$ cat src/rtl/seq_divider.sv
// seq_divider: multi-cycle radix-2 restoring divider with kill and
// divide-by-zero flag (DIV/DIVU/REM/REMU, SIZE=33 on sign/zero-ext ops).
// Ports: clk, rst (async high), start/kill/is_signed, dividend/divisor in;
// ready, valid (1-cycle pulse), error, quotient, remainder out.
// SEQ_DIVIDER_EARLY_OUT_EN: skip CALC when |dividend| < |divisor|.
module seq_divider #(
  parameter int SIZE = 33
) (
  input  logic            clk,
  input  logic            rst,
  input  logic            start,
  input  logic            kill,
  input  logic            is_signed,
  input  logic [SIZE-1:0] dividend,
  input  logic [SIZE-1:0] divisor,
  output logic            ready,
  output logic            valid,
  output logic            error,
  output logic [SIZE-1:0] quotient,
  output logic [SIZE-1:0] remainder
);

  localparam int CW = $clog2(SIZE + 1);

  typedef enum logic [1:0] {
    IDLE,
    CALC,
    FIX,
    DONE
  } state_t;

  state_t          state_q, state_d;
  logic [CW-1:0]   cnt_q, cnt_d;
  logic [SIZE-1:0] rem_q, rem_d;
  logic [SIZE-1:0] quo_q, quo_d;
  logic [SIZE-1:0] dvs_q, dvs_d;
  logic            q_neg_q, q_neg_d;
  logic            r_neg_q, r_neg_d;
  logic [SIZE-1:0] quotient_q, quotient_d;
  logic [SIZE-1:0] remainder_q, remainder_d;
  logic            error_q, error_d;

  logic            a_neg;
  logic            b_neg;
  logic [SIZE-1:0] a_mag;
  logic [SIZE-1:0] b_mag;
  logic            b_zero;
  logic [SIZE:0]   rem_sh;
  logic            ge;
  logic [SIZE-1:0] sub;
  logic [SIZE-1:0] q_fix;
  logic [SIZE-1:0] r_fix;

  assign a_neg  = is_signed & dividend[SIZE-1];
  assign b_neg  = is_signed & divisor[SIZE-1];
  assign a_mag  = a_neg ? -dividend : dividend;
  assign b_mag  = b_neg ? -divisor : divisor;
  assign b_zero = (divisor == '0);

  // Shifted partial remainder needs one extra bit; the true difference
  // is always below the divisor, so the wrapped SIZE-bit sub is exact.
  assign rem_sh = {rem_q, quo_q[SIZE-1]};
  assign ge     = (rem_sh >= {1'b0, dvs_q});
  assign sub    = rem_sh[SIZE-1:0] - dvs_q;

  assign q_fix  = q_neg_q ? -quo_q : quo_q;
  assign r_fix  = r_neg_q ? -rem_q : rem_q;

  always_comb begin
    state_d     = state_q;
    cnt_d       = cnt_q;
    rem_d       = rem_q;
    quo_d       = quo_q;
    dvs_d       = dvs_q;
    q_neg_d     = q_neg_q;
    r_neg_d     = r_neg_q;
    quotient_d  = quotient_q;
    remainder_d = remainder_q;
    error_d     = error_q;
    unique case (state_q)
      IDLE: begin
        if (!kill && start) begin
          q_neg_d = a_neg ^ b_neg;
          r_neg_d = a_neg;
          dvs_d   = b_mag;
          rem_d   = '0;
          quo_d   = a_mag;
          if (b_zero) begin
            quotient_d  = '1;
            remainder_d = dividend;
            error_d     = 1'b1;
            state_d     = DONE;
          end
`ifdef SEQ_DIVIDER_EARLY_OUT_EN
          else if (a_mag < b_mag) begin
            quo_d   = '0;
            rem_d   = a_mag;
            state_d = FIX;
          end
`endif
          else begin
            cnt_d   = CW'(SIZE);
            state_d = CALC;
          end
        end
      end
      CALC: begin
        if (kill) begin
          state_d = IDLE;
        end else begin
          rem_d = ge ? sub : rem_sh[SIZE-1:0];
          quo_d = {quo_q[SIZE-2:0], ge};
          cnt_d = cnt_q - CW'(1);
          if (cnt_q == CW'(1)) begin
            state_d = FIX;
          end
        end
      end
      FIX: begin
        if (kill) begin
          state_d = IDLE;
        end else begin
          quotient_d  = q_fix;
          remainder_d = r_fix;
          error_d     = 1'b0;
          state_d     = DONE;
        end
      end
      DONE: begin
        state_d = IDLE;
      end
      default: begin
        state_d = IDLE;
      end
    endcase
  end

  always_ff @(posedge clk or posedge rst) begin
    if (rst) begin
      state_q     <= IDLE;
      cnt_q       <= '0;
      rem_q       <= '0;
      quo_q       <= '0;
      dvs_q       <= '0;
      q_neg_q     <= 1'b0;
      r_neg_q     <= 1'b0;
      quotient_q  <= '0;
      remainder_q <= '0;
      error_q     <= 1'b0;
    end else begin
      state_q     <= state_d;
      cnt_q       <= cnt_d;
      rem_q       <= rem_d;
      quo_q       <= quo_d;
      dvs_q       <= dvs_d;
      q_neg_q     <= q_neg_d;
      r_neg_q     <= r_neg_d;
      quotient_q  <= quotient_d;
      remainder_q <= remainder_d;
      error_q     <= error_d;
    end
  end

  assign ready     = (state_q == IDLE);
  assign valid     = (state_q == DONE);
  assign error     = error_q;
  assign quotient  = quotient_q;
  assign remainder = remainder_q;

endmodule

$ cat config.mk
export PLATFORM = sky130hd
export DESIGN_NAME = seq_divider
export DESIGN_NICKNAME = d
export VERILOG_FILES = /design/src/rtl/seq_divider.sv
export SDC_FILE = /design/constraint.sdc
export NUM_CORES = 1
export LEC_CHECK = 0
export CAP_MARGIN = 20
export CORE_AREA = 2 2 140 142
export CTS_CLUSTER_SIZE = 12
export DETAILED_ROUTE_END_ITERATION = 10
export DIE_AREA = 0 0 142 144
export PLACE_DENSITY = 0.94
export SETUP_SLACK_MARGIN = 0.02
export SLEW_MARGIN = 20
export SYNTH_ARGS = -nofsm -noshare
export SYNTH_HDL_FRONTEND = slang
export SYNTH_SLANG_ARGS = --single-unit
$ cat constraint.sdc
create_clock -name clk -period 12.15 [get_ports clk]
set_input_delay 2.43 -clock clk [delete_from_list [all_inputs] [get_ports clk]]
set_output_delay 2.43 -clock clk [all_outputs]
set_load 0.02 [all_outputs]
# == Word-level counts from Yosys, hierarchy flattened ==
# Index checks and enable logic that the tools add are counted.
# Widths: inputs -> output; s select.
# totals
elab_cells,74
output_inout_bits,69
reg_bits,176
# op_classes
mux,33
n_lt_le_gt_ge,1
n_eq_ne,10
bitwise_logic,3
n_reduce_logical,11
addsub,6
# op_table
op,n
$mux 33,15
$pmux 33 s2,4
$neg 33->33,4
$ge 34x33->1,1
$logic_not 33->1,1
$sub 33x33->33,1
$mux 6,3
$pmux 6 s2,1
$mux 2,5
$pmux 2 s4,1
$reduce_and 4->1,2
$eq 6x1->1 const B,1
$ne 2x2->1 const B,3
$sub 6x1->6 const B,1
$eq 2x2->1 const B,2
$ne 2x1->1 const B,2
$reduce_and 2->1,2
$reduce_bool 2->1,2
$mux 1,3
$ne 3x3->1 const B,1
$reduce_and 3->1,1
$and 1x1->1,2
$eq 2x1->1 const B,1
$logic_not 2->1,1
4 further kinds,4

# == Logic depth before layout (Yosys ltp) ==
# Gate-level depths: netlist of run 1.
# logic_depth
word_depth,4
depth_mapped,15
ltp_nobuf,15

# == Worst setup path before layout of run 1 ==
# Ideal clock, no wire load.
# synth_timing
path_type,input to register
startpoint,input port divisor[6]
endpoint,register quotient_q[13] (netlist: quotient[13])
path_buffers,2
arrival_time_ps,5661
cell_stages,14
setup_ps,77
slack_ps,6412
required_time_ps,12073
path_cell_list,or4_1 > nor3_1 > nand2_1 > nor4_1 > and3b_1 > nand3b_1 > nor4_1 > ha_1 > a21oi_1 > nor3_1 > clkbuf_1 > buf_1 > nor2_1 > a21oi_1
# synth_between
elab_chain_cells,3
# synth_lines
item,line_no,rtl
"start, declared",15,"input logic [SIZE-1:0] divisor,"
$logic_not 33->1,58,assign b_zero = (divisor == '0);
$ne 2x1->1 (no line),n/a,
$reduce_and 4->1 (no line),n/a,
"end signal, assigned",158,quotient_q <= quotient_d;
"end, declared",39,"logic [SIZE-1:0] quotient_q, quotient_d;"
# Every way passes these cells.
# A chain may end at the register's enable or synchronous reset.

# == Worst setup path after layout of run 1 ==
# layout_timing
startpoint,input port divisor[6]
endpoint,register remainder_q[0] (netlist: remainder[0])
# layout_between
elab_chain_cells,3
# layout_lines
item,line_no,rtl
$logic_not 33->1,58,
$ne 2x1->1 (no line),n/a,
$reduce_and 4->1 (no line),n/a,
"end signal, assigned",159,remainder_q <= remainder_d;
"end, declared",40,"logic [SIZE-1:0] remainder_q, remainder_d;"
# Every way passes these cells.

==> results.sh, run 1 <==
export IMPL_layout_common_cells="182 x o21ai_0, 176 x dfrtp_1, 158 x nand2_1, 158 x a21oi_1, 139 x clkdlybuf4s50_1"
export IMPL_ys_ff_latch=176
export IMPL_final_cells=1770
export IMPL_cp_max_fo=32
export IMPL_max_vdd_ir_drop_uv=129.0
export IMPL_dp_hpwl_um=23070
export IMPL_cts_root_buf="clkbuf_16"
export IMPL_p_sw_mw=1.573
export IMPL_power_total_mw=3.452
export IMPL_cts_repair_resized=0
export IMPL_synth_compound_area_share_pct=24.25
export IMPL_remaining_drc_errors=0
export IMPL_rrSetupSlack_ps=7670
export IMPL_synth_area_mux_share_pct=0.9463
export IMPL_synthFlopType="dfrtp_1"
export IMPL_powerDensity_nw_per_um2=250.8
export IMPL_finalWirelength_um=31190
export IMPL_ios=140
export IMPL_ys_async_sr_fraction_pct=100.0
export IMPL_cts_buffer_depth=2
export IMPL_grt_pass1_vias=10360
export IMPL_dp_slack_ps=5008
export IMPL_grt_pass1_wl_um=50860
export IMPL_synth_xor_area_share_pct=10.92
export IMPL_synthToLayoutAreaGrowth_pct=18.32
export IMPL_hold_violations=0
export IMPL_yosysWarnings=0
export IMPL_maxCapViolCount=0
export IMPL_critPathTopFamily="simple AND/OR/NAND/NOR gates"
export IMPL_layout_commonest_cell="o21ai_0"
export IMPL_place_congestion=0.8988
export IMPL_place_area_um2=13170
export IMPL_min_period_ps=6802
export IMPL_post_route_util_pct=72.16
export IMPL_yosysSeqAreaShare_pct=37.85
export IMPL_num_antenna_cells=0
export IMPL_fin_crit_sh_pct=55.99
export IMPL_synth_edf_count=0
export IMPL_dr_pass1_iters=9
export IMPL_drive_gt1_share_pct=4.047
export IMPL_r2r_start="quo_q[32]$_DFFE_PP0P_"
export IMPL_p_int_mw=1.879
export IMPL_synth_cell_types=60
export IMPL_switching_share_pct=45.57
export IMPL_power_frac_comb_pct=52.5
export IMPL_h_tree_depth=4
export IMPL_placementRows=51
export IMPL_synth_nets=1539
export IMPL_antenna_found_initial=0
export IMPL_critPathCaptureType="flop"
export IMPL_layout_setup_ws_ps=5348
export IMPL_grtUsageTotal_pct=30.98
export IMPL_relSlewSlack_pct=32.59
export IMPL_reg2regPathDepth=14
export IMPL_stdcell_area_um2=13770
export IMPL_die_height_um=144
export IMPL_hold_path_startpoint="dvs_q[6]$_DFFE_PP0P_"
export IMPL_netlist_instances=1427
export IMPL_initialDrtViolationCount=983
export IMPL_tightestPinTransition_ps=1011
export IMPL_grt_max_degree=95
export IMPL_syn_cell_area_um2=11630
export IMPL_worstPathRequired_ps=12440
export IMPL_postRouteAntennaNets=0
export IMPL_r2r_end="rem_q[29]$_DFFE_PP0P_"
export IMPL_synth_adder_area_share_pct=4.474
export IMPL_cp_start_kind="input pin"
export IMPL_post_cts_buffers=0
export IMPL_min_delay_path_class="flop to flop"
export IMPL_critPathMaxStageDelay_ps=630
export IMPL_vias_per_cell=6.192
export IMPL_synth_top_family_by_area="compound AO/OA/AOI/OAI gates"
export IMPL_p_leak_nw=5.874
export IMPL_worstPathArrival_ps=7100
export IMPL_dp_cells=1738
export IMPL_num_vias=10960
export IMPL_setup_worst_path_class="input pin to flop"
export IMPL_p_clk_share_pct=15.9
export IMPL_clk_pin_slew_worst_paths_ps=70
export IMPL_die_area_um2=20450
export IMPL_holdPathEnd="dvs_q[6]$_DFFE_PP0P_"
export IMPL_cts_hold_buf=0
export IMPL_path_cells="clkdlybuf4s50_1 -> or4_1 -> nor3_1 -> nand2_1 -> nor4_1 -> and3b_1 -> nand3b_1 -> nor4_1 -> ha_1 -> a21oi_1 -> nor3_2 -> nand2_1 -> o22ai_1 -> a21oi_1"
export IMPL_tns_ps=0
export IMPL_hold_ws_ps=482.1
export IMPL_cts_tree="built"
export IMPL_nets=1631
export IMPL_slowest_stage="nand2_1"
export IMPL_cts_buffers_inserted=17
export IMPL_clk_latency_ps=440
export IMPL_clock_fmax_mhz=147.0
export IMPL_p_seq_share_pct=31.5
export IMPL_rsz0062_at_grt="false"
export IMPL_synth_simple_area_share_pct=17.13
export IMPL_syn_avg_cell_area_um2=8.153
export IMPL_status="completed"
export IMPL_initial_core_util_pct=60.98
export IMPL_clock_sinks=176
export IMPL_portBuffers=139
export IMPL_crit_buf_inv=1
export IMPL_core_area_um2=19080
export IMPL_die_w_um=142
export IMPL_fin_skew_ps=11.20
export IMPL_wl_per_cell_um=17.62
export IMPL_hold_path_cell_count=2
export IMPL_slew_viol_final=0
export IMPL_setup_viol=0
export IMPL_gr_total_overflow=0
==> worst min-delay path: cells and delay by family (launching register included) <==
kind	cells	cell delay [ps]
compound gates	1	60
simple gates	1	50
flops	1	340
==> cell families (layout without fill, tap and decap cells) <==
logic type / count (synthesis) / count (layout)
AO/OA/AOI/OAI: 487 / 487
XOR/XNOR: 145 / 145
adder cells (fa/ha/maj): 41 / 41
buffers and inverters: 137 / 242
flip-flops: 176 / 176
multiplexers: 11 / 11
AND/OR/NAND/NOR: 430 / 430
==> registers in the layout (all words and copies together) (netlist names) <==
register and cells:
cnt_q 6, dvs_q 33, error 1, q_neg_q 1
quo_q 33, quotient 33, r_neg_q 1, rem_q 33
remainder 33, state_q 2
==> metal layers <==
layer / GRT usage, % / part of all wire (%)
met3: 4.172 / 6.7
met5: 0 / 0
met1: 39.36 / 41
met4: 11.74 / 2.9
met2: 54.16 / 50
==> power groups by stage <==
stage | Sequential [mW] | Clock, mW | Combinational [mW]
floorplan | 1.12 | 0 | 1.17
global route | 1.12 | 0.575 | 2.01
detailed placement | 1.09 | 0 | 1.79
global placement | 1.07 | 0 | 1.74
CTS | 1.08 | 0.548 | 1.80
finish | 1.09 | 0.551 | 1.81
==> how the worst max path moves through the flow <==
stage	endpoint	slack (ps)	cells after the start	startpoint
4_1_cts	remainder[18]$_DFFE_PP0P_	5450	14	divisor[6]
5_1_grt	remainder[0]$_DFFE_PP0P_	5030	14	divisor[6]
2_1_floorplan	cnt_q[0]$_DFFE_PP0P_	4950	1	rst
3_3_place_gp	remainder[0]$_DFFE_PP0P_	5160	14	divisor[6]
3_5_place_dp	remainder[18]$_DFFE_PP0P_	5010	14	divisor[6]
6_report	remainder[0]$_DFFE_PP0P_	5350	14	divisor[6]
==> final cells by class <==
type                            instances  area (µm²)
Clock buffer                           17       425.4
Tap cell                              238       297.8
Multi-Input combinational cell       1114        6768
Sequential cell                       176        4404
Clock inverter                         15       167.7
Timing Repair Buffer                  149        1470
Fill cell                            1430        5313
Inverter                               61       234.0
==> synth_stat cells, drive strengths merged, types with 4 or more instances <==
cell type,count,area (µm²)
nand2b,13,81.33
o21a,6,45.04
dfrtp,176,4404
a21o,16,120.1
nor3,17,85.08
and2,6,37.54
a21oi,158,790.8
o22ai,28,175.2
nand2,158,593.1
nand3,20,100.1
xor2,97,849.6
o31ai,31,232.7
and3b,4,35.03
nand3b,6,45.04
or2,5,31.28
ha,40,500.5
a211oi,6,45.04
nor4,11,68.82
nor2b,8,50.05
inv,61,229.0
clkbuf,73,274.0
or4,16,131.4
nand4,5,31.28
nor2,134,503.0
or3,15,98.84
xnor2,48,420.4
mux2i,11,110.1
a22oi,8,60.06
o21ai,182,910.9
a31oi,8,50.05
o41ai,17,167.7
o211ai,8,60.06
No activity file was read; power rests on OpenSTA's default activity.
==> run 2: changes to the inputs <==
--- a/config.mk
+++ b/config.mk
@@ -6,11 +6,11 @@
 export NUM_CORES = 1
 export LEC_CHECK = 0
 export CAP_MARGIN = 20
-export CORE_AREA = 2 2 140 142
+export CORE_AREA = 2 2 153 155
 export CTS_CLUSTER_SIZE = 12
 export DETAILED_ROUTE_END_ITERATION = 10
-export DIE_AREA = 0 0 142 144
-export PLACE_DENSITY = 0.94
+export DIE_AREA = 0 0 155 157
+export PLACE_DENSITY = 0.84
 export SETUP_SLACK_MARGIN = 0.02
 export SLEW_MARGIN = 20
 export SYNTH_ARGS = -nofsm -noshare
==> constraint.sdc (replaced) <==
create_clock -name clk -period 6 [get_ports clk]
set_input_delay 1.2 -clock clk [delete_from_list [all_inputs] [get_ports clk]]
set_output_delay 1.2 -clock clk [all_outputs]
set_load 0.02 [all_outputs]
==> run 2 against run 1 <==
  * Sequential share of layout area decreased by 0.22 points
  * Critical endpoint is now remainder[12]$_DFFE_PP0P_
  * Final area grew 0.68%
  * First-iteration DRC count is 14% lower
==> results.sh, run 2 (synthesis gave the netlist of run 1 again) <==
export IMPL_status="completed"
export IMPL_cts_root_buf="clkbuf_16"
export IMPL_hold_path_cell_count=2
export IMPL_reg2regPathDepth=14
export IMPL_dp_slack_ps=694.7
export IMPL_setup_worst_path_class="input pin to flop"
export IMPL_initialDrtViolationCount=844
export IMPL_setup_viol=0
export IMPL_finalWirelength_um=30310
export IMPL_wl_per_cell_um=16.62
export IMPL_hold_violations=0
export IMPL_fill_cells=1958
export IMPL_die_w_um=155
export IMPL_rrSetupSlack_ps=1890
export IMPL_cts_hold_buf=0
export IMPL_critPathCaptureType="flop"
export IMPL_drive_gt1_share_pct=4.421
export IMPL_switching_share_pct=44.99
export IMPL_slew_viol_final=0
export IMPL_cts_buffer_depth=2
export IMPL_initial_core_util_pct=51.70
export IMPL_holdPathEnd="dvs_q[17]$_DFFE_PP0P_"
export IMPL_cts_buffers_inserted=17
export IMPL_die_area_um2=24340
export IMPL_synthToLayoutAreaGrowth_pct=19.13
export IMPL_clock_sinks=176
export IMPL_grtUsageTotal_pct=25.44
export IMPL_powerDensity_nw_per_um2=498.3
export IMPL_fin_skew_ps=13.54
export IMPL_dp_hpwl_um=22830
export IMPL_cts_repair_resized=0
export IMPL_tightestPinTransition_ps=1064
export IMPL_grt_pass1_vias=9946
export IMPL_relSlewSlack_pct=28.74
export IMPL_die_height_um=157
export IMPL_layout_commonest_cell="o21ai_0"
export IMPL_seq_area_um2=4404
export IMPL_p_leak_nw=5.893
export IMPL_final_cells=1823
export IMPL_cp_max_fo=6
export IMPL_dr_pass1_iters=6
export IMPL_ios=140
export IMPL_fin_crit_sh_pct=81.45
export IMPL_min_period_ps=4887
export IMPL_vias_per_cell=5.895
export IMPL_grt_max_degree=95
export IMPL_h_tree_depth=4
export IMPL_r2r_end="rem_q[24]$_DFFE_PP0P_"
export IMPL_portBuffers=139
export IMPL_tns_ps=0
export IMPL_postRouteAntennaNets=0
export IMPL_antenna_found_initial=0
export IMPL_min_delay_path_class="flop to flop"
export IMPL_core_area_um2=22500
export IMPL_post_cts_buffers=0
export IMPL_remaining_drc_errors=0
export IMPL_dp_cells=1792
export IMPL_nets=1638
export IMPL_gr_total_overflow=0
export IMPL_layout_common_cells="182 x o21ai_0, 176 x dfrtp_1, 158 x nand2_1, 158 x a21oi_1, 139 x clkdlybuf4s50_1"
export IMPL_post_route_util_pct=61.60
export IMPL_p_int_mw=3.799
export IMPL_hold_path_startpoint="dvs_q[17]$_DFFE_PP0P_"
export IMPL_p_seq_share_pct=31.9
export IMPL_maxCapViolCount=0
export IMPL_worstPathArrival_ps=5240
export IMPL_rsz0062_at_grt="false"
export IMPL_layout_setup_ws_ps=1113
export IMPL_max_vdd_ir_drop_uv=196.4
export IMPL_power_frac_comb_pct=52.6
export IMPL_grt_pass1_wl_um=50080
export IMPL_num_antenna_cells=0
export IMPL_clk_pin_slew_worst_paths_ps=60
export IMPL_worstPathRequired_ps=6350
export IMPL_r2r_start="quo_q[32]$_DFFE_PP0P_"
export IMPL_cts_tree="built"
export IMPL_clock_fmax_mhz=204.6
export IMPL_p_sw_mw=3.108
export IMPL_p_clk_share_pct=15.5
export IMPL_num_vias=10750
export IMPL_multi_input_area_um2=6766
export IMPL_cp_start_kind="input pin"
export IMPL_clk_latency_ps=440
export IMPL_placementRows=55
export IMPL_place_congestion=0.9028
run 2: cell count changes in the layout (fill, tap and decap cells not counted), moves of 2 or more:
| cell | change |
|---|---|
| buf_4 | +7 |
| clkinv_8 | -3 |
| clkinvlp_4 | +2 |
| inv_6 | -2 |
| inv_8 | +2 |
run 2: layout make-up:
cell class              count  share of cell area, %
repair buffers            156                  11.05
inverters                  61                  1.688
clock inverters            14                  1.029
clock buffers              17                  3.069
multi-input cells        1114                  48.82
well taps                 285                  2.573
flip-flops and latches    176                  31.77
run 2: worst max path at each step:
stage	from	end	slack [ps]	cells past startpoint
6_report	divisor[6]	remainder[12]$_DFFE_PP0P_	1110	16
5_1_grt	divisor[6]	remainder[18]$_DFFE_PP0P_	800	16
4_1_cts	divisor[6]	remainder[12]$_DFFE_PP0P_	1140	16
3_5_place_dp	divisor[6]	remainder[23]$_DFFE_PP0P_	690	16
3_3_place_gp	divisor[6]	remainder[2]$_DFFE_PP0P_	820	15
2_1_floorplan	rst	cnt_q[0]$_DFFE_PP0P_	30	1
run 2: metal layers:
| layer | GRT usage [%] | vias to the layer above | wire length, µm |
|---|---|---|---|
| li1 | - | 5252 | - |
| met1 | 34.03 | 5078 | 13400 |
| met2 | 42.75 | 370 | 14450 |
| met3 | 3.634 | 46 | 1796 |
| met4 | 8.333 | 0 | 664 |
| met5 | 0 | - | 0 |
run 2: per-stage QoR:
stage,total power [mW],hold slack [ps],instance area (µm²)
after global routing,7.462,503.5,13860
after global placement,5.688,461.3,13290
final,6.907,480.7,13860
after floorplan,4.638,449.8,11630
after detailed placement,5.798,470.3,13290
after CTS,6.889,486.1,13860
run 2: critical path: stages:
cell and delay (ps):
clkdlybuf4s50_1 480, or4_1 600, nor3_1 210, nand2_1 160, nor4_1 260, buf_4 180
and3b_1 190, nand3b_1 100, nor4_1 220, ha_1 350, a21oi_1 150, or3_1 350
nor2_1 360, buf_4 230, a22oi_1 70, o21ai_0 90
run 2: power groups by stage:
stage | clock network [mW] | registers, mW | logic, mW
global route | 1.14 | 2.27 | 4.05
finish | 1.07 | 2.20 | 3.64
detailed placement | 0 | 2.21 | 3.59
floorplan | 0 | 2.27 | 2.37
global placement | 0 | 2.18 | 3.51
CTS | 1.08 | 2.19 | 3.62
